`src/rtl/uart_rx_fifo.sv`:
```
// Receive buffer behind the UART receiver: edge-detected capture of {rx_err, rx_data}
// into a first-word-fall-through FIFO with fill level, sticky overrun and threshold irq.
module uart_rx_fifo #(
  parameter int DEPTH  = 16,
  parameter int THRESH = 1
) (
  input  logic                     clk,
  input  logic                     rst,
  input  logic [7:0]               rx_data,
  input  logic                     rx_err,
  input  logic                     rx_recv,
  input  logic                     rd_en,
  input  logic                     flush,
  input  logic                     clr_overrun,
  output logic [7:0]               rd_data,
  output logic                     rd_err,
  output logic                     empty,
  output logic                     full,
  output logic [$clog2(DEPTH):0]   count,
  output logic                     overrun,
  output logic                     rx_irq
);

  localparam int AW = $clog2(DEPTH);
  localparam int CW = AW + 1;

  logic [8:0]    mem [DEPTH];
  logic [AW-1:0] wr_ptr;
  logic [AW-1:0] rd_ptr;
  logic          recv_q;
  logic          push;
  logic          pop;
  logic          do_push;
  logic          drop;

  // One push per rx_recv high period, no matter how long the receiver holds the flag.
  assign push    = rx_recv & ~recv_q;
  assign pop     = rd_en & ~empty;
  assign do_push = push & (~full | pop) & ~flush;
  assign drop    = push & full & ~pop & ~flush;

  assign empty   = (count == '0);
  assign full    = (count == CW'(DEPTH));
  assign rx_irq  = (count >= CW'(THRESH));

  assign rd_data = mem[rd_ptr][7:0];
  assign rd_err  = mem[rd_ptr][8];

  // Storage is deliberately not reset; head contents are only meaningful while !empty.
  always_ff @(posedge clk) begin
    if (!rst && do_push) begin
      mem[wr_ptr] <= {rx_err, rx_data};
    end
  end

  always_ff @(posedge clk) begin
    if (rst) begin
      wr_ptr  <= '0;
      rd_ptr  <= '0;
      count   <= '0;
      recv_q  <= 1'b0;
      overrun <= 1'b0;
    end else begin
      recv_q <= rx_recv;
      if (flush) begin
        wr_ptr <= '0;
        rd_ptr <= '0;
        count  <= '0;
      end else begin
        if (do_push) begin
          wr_ptr <= wr_ptr + 1'b1;
        end
        if (pop) begin
          rd_ptr <= rd_ptr + 1'b1;
        end
        if (do_push && !pop) begin
          count <= count + 1'b1;
        end else if (pop && !do_push) begin
          count <= count - 1'b1;
        end
      end
      // A dropped byte must win over a simultaneous clear so it is never lost silently.
      if (drop) begin
        overrun <= 1'b1;
      end else if (clr_overrun) begin
        overrun <= 1'b0;
      end
    end
  end

endmodule

```
`config.mk`:
```
export PLATFORM = sky130hd
export DESIGN_NAME = uart_rx_fifo
export DESIGN_NICKNAME = d
export VERILOG_FILES = /design/src/rtl/uart_rx_fifo.sv
export SDC_FILE = /design/constraint.sdc
export NUM_CORES = 1
export LEC_CHECK = 0
export CORE_ASPECT_RATIO = 0.9
export CORE_MARGIN = 2
export CORE_UTILIZATION = 39
export DETAILED_ROUTE_END_ITERATION = 7
export PLACE_DENSITY = 0.62
export SLEW_MARGIN = 20
export SYNTH_ARGS = -nofsm -noshare
export SYNTH_HDL_FRONTEND = slang
export SYNTH_SLANG_ARGS = --single-unit
```
`constraint.sdc`:
```
create_clock -name clk -period 6.05 [get_ports clk]
set_input_delay 1.21 -clock clk [delete_from_list [all_inputs] [get_ports clk]]
set_output_delay 1.21 -clock clk [all_outputs]
set_load 0.02 [all_outputs]
```
==> results of run 1 <==
[per-stage QoR]
stage | area (um^2) | power, mW
after CTS | 7630 | 2.50
final | 7640 | 2.48
after floorplan | 6510 | 1.37
after global placement | 7040 | 1.43
after detailed placement | 7040 | 1.44
after global routing | 7640 | 2.56
[cells by family after synthesis]
logic type,count (synthesis)
xor+xnor,9
fa+ha+maj,10
buf+inv,21
compound gates,30
simple gates,71
flops,163
mux,37
[worst max path at each step]
stage             start                   to  cells past startpoint
3_5_place_dp   register           rd_data[4]                      5
6_report       register           rd_data[4]                      5
5_1_grt        register           rd_data[4]                      5
4_1_cts        register           rd_data[4]                      5
3_3_place_gp   register           rd_data[4]                      5
2_1_floorplan     flush  mem[5][0]$_DFFE_PP_                      5
[final cells by class]
cell class / count / share of cell area, %
clock buffers: 18 / 5.62
clock inverters: 14 / 2.15
inverters: 8 / 0.393
multi-input cells: 157 / 22.2
flip-flops and latches: 163 / 61.6
well taps: 207 / 3.39
repair buffers: 36 / 4.59
[synthesized netlist by cell type]
master     instances  area, um^2
xnor2_1            4        35.0
nand4bb_4          1        27.5
ha_1              10         125
edfxtp_1         144        4320
nand3b_1           1        7.51
or4b_4             1        13.8
o211ai_1           1        7.51
or3_1              1        6.26
and3_1            14        87.6
nor2_1            18        67.6
nor3_1             1        5.00
and2_1             1        6.26
a21oi_1            7        35.0
a31o_2             1        8.76
mux4_1            13         342
and4bb_2           1        12.5
mux4_2            23         518
xor2_1             5        43.8
nor4_1             1        6.26
dfxtp_1           19         380
nor3b_2            1        12.5
clkbuf_1           3        11.3
mux2i_1            1        10.0
buf_6              2        22.5
or4_1              1        7.51
nand2_1           14        52.6
nor4b_1            1        8.76
buf_1              3        11.3
nand4_1            2        12.5
o21ai_2            1        8.76
or4b_1             1        10.0
buf_4              1        7.51
a22oi_1           18         135
nand3_1            4        20.0
nor2b_1            6        37.5
a211oi_1           1        7.51
buf_2              3        15.0
o21ai_0            1        5.00
buf_12             1        20.0
inv_1              8        30.0
or2_2              1        6.26
[sequential cells by signal (all words and copies together), names as in the netlist, named ones only]
signal	count
overrun	1
mem	144
recv_q	1
count	5
wr_ptr	4
rd_ptr	4
[worst max-delay path: stages (launching register included)]
cell and delay, ns:
dfxtp_2 0.95, buf_4 0.37, mux4_1 0.57, a22oi_1 0.24, nand2_1 0.10, clkdlybuf4s50_1 0.55
[metal layers]
layer | vias up | GRT usage [%]
met1 | 1693 | 21.0
met2 | 101 | 23.7
met4 | 0 | 4.99
li1 | 1470 | -
met5 | - | 0
met3 | 11 | 4.72
[where the power goes]
group	switching (mW)	internal, mW
clock	0.420	0.646
sequential	0.0166	1.23
combinational	0.0814	0.0827
total	0.518	1.96
==> metrics.cfg, run 1 <==
[run_status]
status = completed

[timing]
rsz0062_at_grt = no
tns_ns = 0
setup_viol = 0
fin_crit_sh_pct = 73.1
finalWorstSetupSlack_ns = 1.63
max_freq_ghz = 0.226
max_slew_margin_pct = 31.3
period_needed_ns = 4.42
slew_violations = 0
hold_viol = 0
holdWs_ns = 0.509
skew_ns = 0.00714
tightest_slew_ns = 1.03

[clock_network]
cts_made_buffers = 17
cts-resized-gates = 0
clockBufferDepth = 2
postCtsHoldBufs = 0
root_buffer = clkbuf_16
clk-insertion-delay-late_ns = 0.42
htree_levels = 4
cts_tree = done
post-cts-setup-buffer-count = 0
clk_pin_slew_ns = 0.06
cts.sinks = 163

[drt]
drc = 0
routed_via_density = 5.43
wl_per_cell_um = 21.0
vias = 3275
dr.pass1.iters = 5
wirelength_um = 12700
drtAntennaViolNets = 0
wirelength_met1_um = 5830
first_iter_violations = 233
top_layer = met4
route.met3.wl_um = 676
wl_met2_um = 6030

[global_routing]
grt_pass1_wl_um = 19900
first_global_vias = 3422
grtUsageTotal_pct = 15.3
gr-total-overflow = 0
antenna_found_initial = 0
grt_max_degree = 28

[synth]
synthXorXnorAreaFrac_pct = 1.21
synth-seq-cells = 163
synthAdderAreaFrac_pct = 1.92
yosys.area_share.simple_pct = 6.26
syn-num-nets = 366
synth_compound_area_share_pct = 3.19
synth.avg_cell_area_um2 = 19.1
syn_area_um2 = 6510
muxShareOfSynthArea_pct = 13.4
synth.distinct_cells = 41
ys_warn_count = 0
yosysSeqAreaShare_pct = 72.3
netlist_instances = 341
synth_top_family_by_area = multiplexers

[critical_path]
path_max_fanout = 27
crit_path_end_kind = output pin
crit_required_ns = 4.84
critPathArrivalTime_ns = 3.21
crit_type = reg2out
rrSetupSlack_ns = 3.48
r2r_cells = 10
rr_startpoint = count[0]$_SDFFE_PP0P_
critPathLaunchType = register
r2r-end = count[4]$_SDFFE_PP0P_

[floorplan]
rows = 44
initial_core_util_pct = 40.1
die_y_um = 127
core_area_um2 = 16200
io_pins = 33
dieArea_um2 = 17700
die_w_um = 140

[finish]
regArea_um2 = 4710
fillCellCount = 1312
final_cells = 603
nNetsFinal = 408
drive_above_1_share_pct = 16.9
fin_util_pct = 47.0
multi_input_area_um2 = 1700
syn_to_final_growth_pct = 17.3
layout_common_cells = 144 x edfxtp_1, 32 x clkdlybuf4s50_1, 23 x mux4_2
n_antenna_cell = 0
final_common_cell = edfxtp_1

[place]
numPortBuffers = 32
gp_congestion = 0.742
place_inst = 571
hpwl_um = 8120
post-place-ws_ns = 1.99

[hold_path]
min-delay-path-class = reg2reg
worstHoldStart = rd_ptr[1]$_SDFFE_PP0N_
min_to = rd_ptr[1]$_SDFFE_PP0N_
hold_depth = 2

[flow_run]
max-cap-violations = 0

[pwr]
power_density_nw_per_um2 = 324
leakage_nw = 2.49
vdd_drop_max_mv = 0.191

Note: power is estimated with default switching activity, not from simulation.
==> inputs of run 2 (changes only) <==
--- a/config.mk
+++ b/config.mk
@@ -9,7 +9,7 @@
 export CORE_MARGIN = 2
 export CORE_UTILIZATION = 39
 export DETAILED_ROUTE_END_ITERATION = 7
-export PLACE_DENSITY = 0.62
+export PLACE_DENSITY = 0.64
 export SLEW_MARGIN = 20
 export SYNTH_ARGS = -nofsm -noshare
 export SYNTH_HDL_FRONTEND = slang
==> constraint.sdc (replaced) <==
create_clock -name clk -period 4 [get_ports clk]
set_input_delay 0.8 -clock clk [delete_from_list [all_inputs] [get_ports clk]]
set_output_delay 0.8 -clock clk [all_outputs]
set_load 0.02 [all_outputs]
==> run 2 against run 1 <==
- global-route usage up 1.1 points
- clock power rose by 44%
- critical path depth stayed put
- flip-flop and latch count did not move
==> metrics.cfg, run 2 (synthesis gave the netlist of run 1 again) <==
[finish]
largest_register = mem
layout_common_cells = 144 x edfxtp_1, 32 x clkdlybuf4s50_1, 23 x mux4_2
fillCellCount = 1331  ; +1.4%
biggestRegsByFlops = mem: 144 flops, count: 5 flops
final_area_um2 = 7650  ; +0.23%
largest_reg_flops = 144  ; unchanged
drive_above_1_share_pct = 17.5  ; +0.58 points
n_antenna_cell = 0  ; unchanged
nNetsFinal = 412  ; +0.98%
syn_to_final_growth_pct = 17.5
final_common_cell = edfxtp_1

[hold_path]
min-delay-path-class = reg2reg

[floorplan]
die_w_um = 140  ; unchanged
io_pins = 33  ; unchanged
die_y_um = 127  ; unchanged
core_area_um2 = 16200  ; unchanged
dieArea_um2 = 17700  ; unchanged
initial_core_util_pct = 40.1  ; unchanged
rows = 44  ; unchanged

[critical_path]
critPathLaunchType = register
path_cells = buf_12 > mux4_1 > a22oi_1 > nand2_1 > clkdlybuf4s50_1
crit_slowest_cell = mux4_1
path_max_fanout = 28  ; +3.7%
cp_top_family = buffers and inverters
crit_path_end_kind = output pin
worst-path-buf-inv = 2  ; unchanged
crit_type = reg2out
crit_required_ns = 3.20  ; -1.64 ns
slowest_delay_ns = 0.58  ; -0.37 ns
critPathArrivalTime_ns = 2.74  ; -0.47 ns
rrSetupSlack_ns = 1.46  ; -2.02 ns

[clock_network]
htree_levels = 4  ; unchanged
clk_pin_slew_ns = 0.06  ; about the same
root_buffer = clkbuf_16
cts-resized-gates = 0  ; unchanged
clockBufferDepth = 2  ; unchanged
cts_made_buffers = 17  ; unchanged
clk-insertion-delay-late_ns = 0.43  ; about the same
post-cts-setup-buffer-count = 0  ; unchanged
postCtsHoldBufs = 0  ; unchanged
cts.sinks = 163  ; unchanged
cts_tree = done

[global_routing]
first_global_vias = 3357  ; -1.9%
grt_max_degree = 29  ; +3.6%
grt_pass1_wl_um = 20800  ; +4.6%
grtUsageTotal_pct = 16.4  ; +1.1 points
gr-total-overflow = 0  ; unchanged
antenna_found_initial = 0  ; unchanged

[drt]
first_iter_violations = 239  ; +2.6%
vias = 3276  ; +0.031%
routed_via_density = 5.40  ; -0.63%
drtAntennaViolNets = 0  ; unchanged
drc = 0  ; unchanged
wl_per_cell_um = 22.4  ; +6.5%
wirelength_um = 13600  ; +7.2%
dr.pass1.iters = 5  ; unchanged

[timing]
tns_ns = 0  ; unchanged
tightest_slew_ns = 0.749  ; -0.279 ns
hold_viol = 0  ; unchanged
rsz0062_at_grt = no
max_freq_ghz = 0.283
fin_crit_sh_pct = 88.5
max_slew_margin_pct = 50.1  ; +19 points
slew_violations = 0  ; unchanged
period_needed_ns = 3.54
setup_viol = 0  ; unchanged
skew_ns = 0.00616  ; -0.000979 ns

[place]
hpwl_um = 8260  ; +1.7%
gp_congestion = 0.753  ; +1.5%
placed_area_um2 = 7100  ; +0.78%
numPortBuffers = 32  ; unchanged

[pwr]
leakage_nw = 2.50  ; +0.34%
power_mw = 3.68  ; +49%
vdd_drop_max_mv = 0.333  ; +74%
power_density_nw_per_um2 = 481  ; +48%

[flow_run]
max-cap-violations = 0  ; unchanged

[run_status]
status = completed

==> run 2: final cells by class <==
type | count | area (um^2) | area share (%)
Clock buffer | 18 | 429 | 5.61
Tap cell | 207 | 259 | 3.38
Sequential cell | 163 | 4710 | 61.5
Timing Repair Buffer | 40 | 405 | 5.30
Inverter | 8 | 30.0 | 0.392
Clock inverter | 14 | 129 | 1.68
Multi-Input combinational cell | 157 | 1700 | 22.2
==> run 2: metrics by stage <==
stage	setup WS, ns	util (%)	hold WS (ns)	instances
final	0.460	47.1	0.506	607
after global routing	0.310	47.1	0.525	607
after CTS	0.435	47.1	0.498	607
after detailed placement	0.903	43.7	0.491	575
after global placement	0.892	43.7	0.493	575
after floorplan	1.18	-	0.463	341
==> run 2: path summary, 6_finish.rpt <==
kind | from | to | cells after the start
setup / recovery | register | rd_data[3] | 5
hold / removal | rd_ptr[1]$_SDFFE_PP0N_ | register | 2
setup reg to reg | count[0]$_SDFFE_PP0P_ | count[4]$_SDFFE_PP0P_ | 10
hold reg to reg | rd_ptr[1]$_SDFFE_PP0N_ | register | 2
==> run 2: power breakdown <==
group / internal (mW) / total [mW] / switching, mW
Clock: 0.863 / 1.54 / 0.678
Sequential: 1.86 / 1.88 / 0.0175
Combinational: 0.128 / 0.260 / 0.133
==> run 2: worst min-delay path, cell delays in order, from the launching register on <==
cell	delay (ns)
dfxtp_1	0.32
nand2_1	0.06
a21oi_1	0.07
==> run 2: layer usage <==
| layer | up-vias | share of wire (%) | global-route usage [%] |
|---|---|---|---|
| met5 | - | 0 | 0 |
| met4 | 0 | 1.7 | 6.60 |
| met3 | 17 | 7.5 | 4.49 |
| met2 | 101 | 47 | 24.8 |
| met1 | 1682 | 44 | 22.8 |
| li1 | 1476 | - | - |
==> variant, RTL diff (config.mk and constraints of run 2) <==
The parameter `DEPTH` goes from 16 to 8.
--- a/src/rtl/uart_rx_fifo.sv
+++ b/src/rtl/uart_rx_fifo.sv
@@ -2,5 +2,5 @@
 // into a first-word-fall-through FIFO with fill level, sticky overrun and threshold irq.
 module uart_rx_fifo #(
-  parameter int DEPTH  = 16,
+  parameter int DEPTH  = 8,
   parameter int THRESH = 1
 ) (
Ports: changed (resized count); port bits go from 33 to 32. No check against the original RTL was run, so the function may have changed too.
==> variant against run 2 <==
  * Global-route usage is 3.7 points lower
  * Setup slack better by 320 ps
  * Area after synthesis fell by 45%
  * Register-to-register slack better by 180 ps
  * Worst hold slack got worse by 17 ps
  * Cell area decreased by 44%
  * Power shrank 52%
  * Clock skew is 6.0 ps higher
  * Sequential cell count fell by 76
  * Non-clock buffer count unchanged
  * First-iteration DRC count down 73%
  * Sequential power down 47%
  * Wire length down 56%
  * Via count is 45% lower
  * Largest cell class unchanged
  * Highest routed layer unchanged
==> variant: results (changes against run 2) <==
The last weighted congestion value of the routability-driven placer was 0.747 (-0.81%). The tools report the capturing element of the worst setup path as rd_data[7]. The fraction of final layout cells sized beyond drive strength 1 works out to 0.159 (-0.0165). The run finished with clean final reports. The adder and majority gate portion of the synthesized area works out to 0.0210 (+0.00181).

Ranked by instance count, the synthesized netlist is headed by edfxtp_1 (72), mux4_1 (18), dfxtp_1 (15). The share of the synthesized netlist area taken by xor and xnor gates came out at 0.00491 (-0.00720). The maximum fanout encountered on the critical timing path is 18 (-36%). The number of buffers added on ports is 31 (-3.1%), and the final net count is 262 (-36%). The share of cell area taken by muxes after synthesis was 0.169 (+0.0357); the synthesized-area fraction occupied by ao, oa, aoi and oai cells was 0.0263 (-0.00562). The part of the cycle the worst path needs is 0.805 (-0.0799).

In this run the most critical hold path is launched from rd_ptr[2]. The global routing met2 resource utilization is 0.212 (-0.0361). Worst reg2reg path depth: 9 (-1). The total routed wire length on the met1 layer was 2.74 mm (-54%).

On the critical path, the stage with the largest delay is an instance of dfxtp_1. The clock-pin slew on the worst setup and hold paths is 90 ps (+30 ps). For the share of total power in the clock network, the log shows 0.353 (-0.066). The number of flops mapped to enable cells by yosys is 72 (-50%), and the net count after synthesis is 218 (-40%).

By area the synthesized netlist is led by edfxtp_1 (61%), mux4_1 (13%), dfxtp_1 (8.4%). The logs give 0.173 mV (-48%) for the maximum ir drop on the vdd rail and 0.162 (-0.0654) for the routing usage on met1. The first-pass GRT wire length is 9.33 mm (-55%), and the hold slack is 489 ps (-17.3 ps). The sum of met3 wire segment lengths after detailed routing is 206 um (-80%), and the transition at the pin with the smallest max-transition slack is 782 ps (+32.9 ps). The run gives 1640 ps (+180 ps) as the setup slack on the worst flop-to-flop path. In the final layout, the registers with the most flip-flops are mem: 72 flops, count: 4 flops. The number of detailed-route iterations in the first pass was 4 (-1). For the pre-CTS setup slack, the log shows 915 ps (+11.7 ps).

Distinct cell type count of the synthesized netlist: 38 (-7.3%). The delay contributed by the slowest stage of the critical path works out to 830 ps (+250 ps). The combinational cell power is 148 uW (-43%), and the total routing resource utilization after global routing is 0.127 (-0.0367).

The endpoint identified for the worst register-to-register timing path is count[3]. The met3 capacity usage during global routing is 0.0359 (-0.00904), and the register area share after synthesis is 0.690 (-0.0330). The via-per-instance ratio is 4.93 (-8.6%), and the amount of wire on met2 after detailed routing is 2.93 mm (-54%).

The clock buffer count from CTS is 9 (-8). Root buffer cell: clkbuf_8.
## variant: cell count changes after synthesis, sizes merged, moves of 6 or more
cell,run 2,this run
edfxtp,144,72
a22oi,18,0
mux4,36,18
and3,14,0
mux2,0,9
nor2,18,9
nand2,14,6
buf,10,4
## variant: worst reg2reg max path, stage by stage (launching register included)
cell and delay (ps):
dfxtp_1 390, inv_1 80, ha_1 210, nand4bb_1 200
nand2_1 210, inv_1 70, ha_1 240, or4_4 430
a2111o_1 410, o21ai_0 70
## variant: layout make-up
type,instances,area share
Inverter,6,0.00527
Sequential cell,87,0.576
Multi-Input combinational cell,97,0.245
Clock inverter,7,0.0211
Tap cell,122,0.0357
Timing Repair Buffer,40,0.0884
Clock buffer,9,0.0290
## variant: metrics by stage
step                std cells  cell area, um^2  total power [mW]
finish                    368             4280              1.77
global route              368             4280              1.84
CTS                       368             4280              1.79
detailed placement        352             4060              1.16
global placement          352             4060              1.16
floorplan                 197             3570              1.10
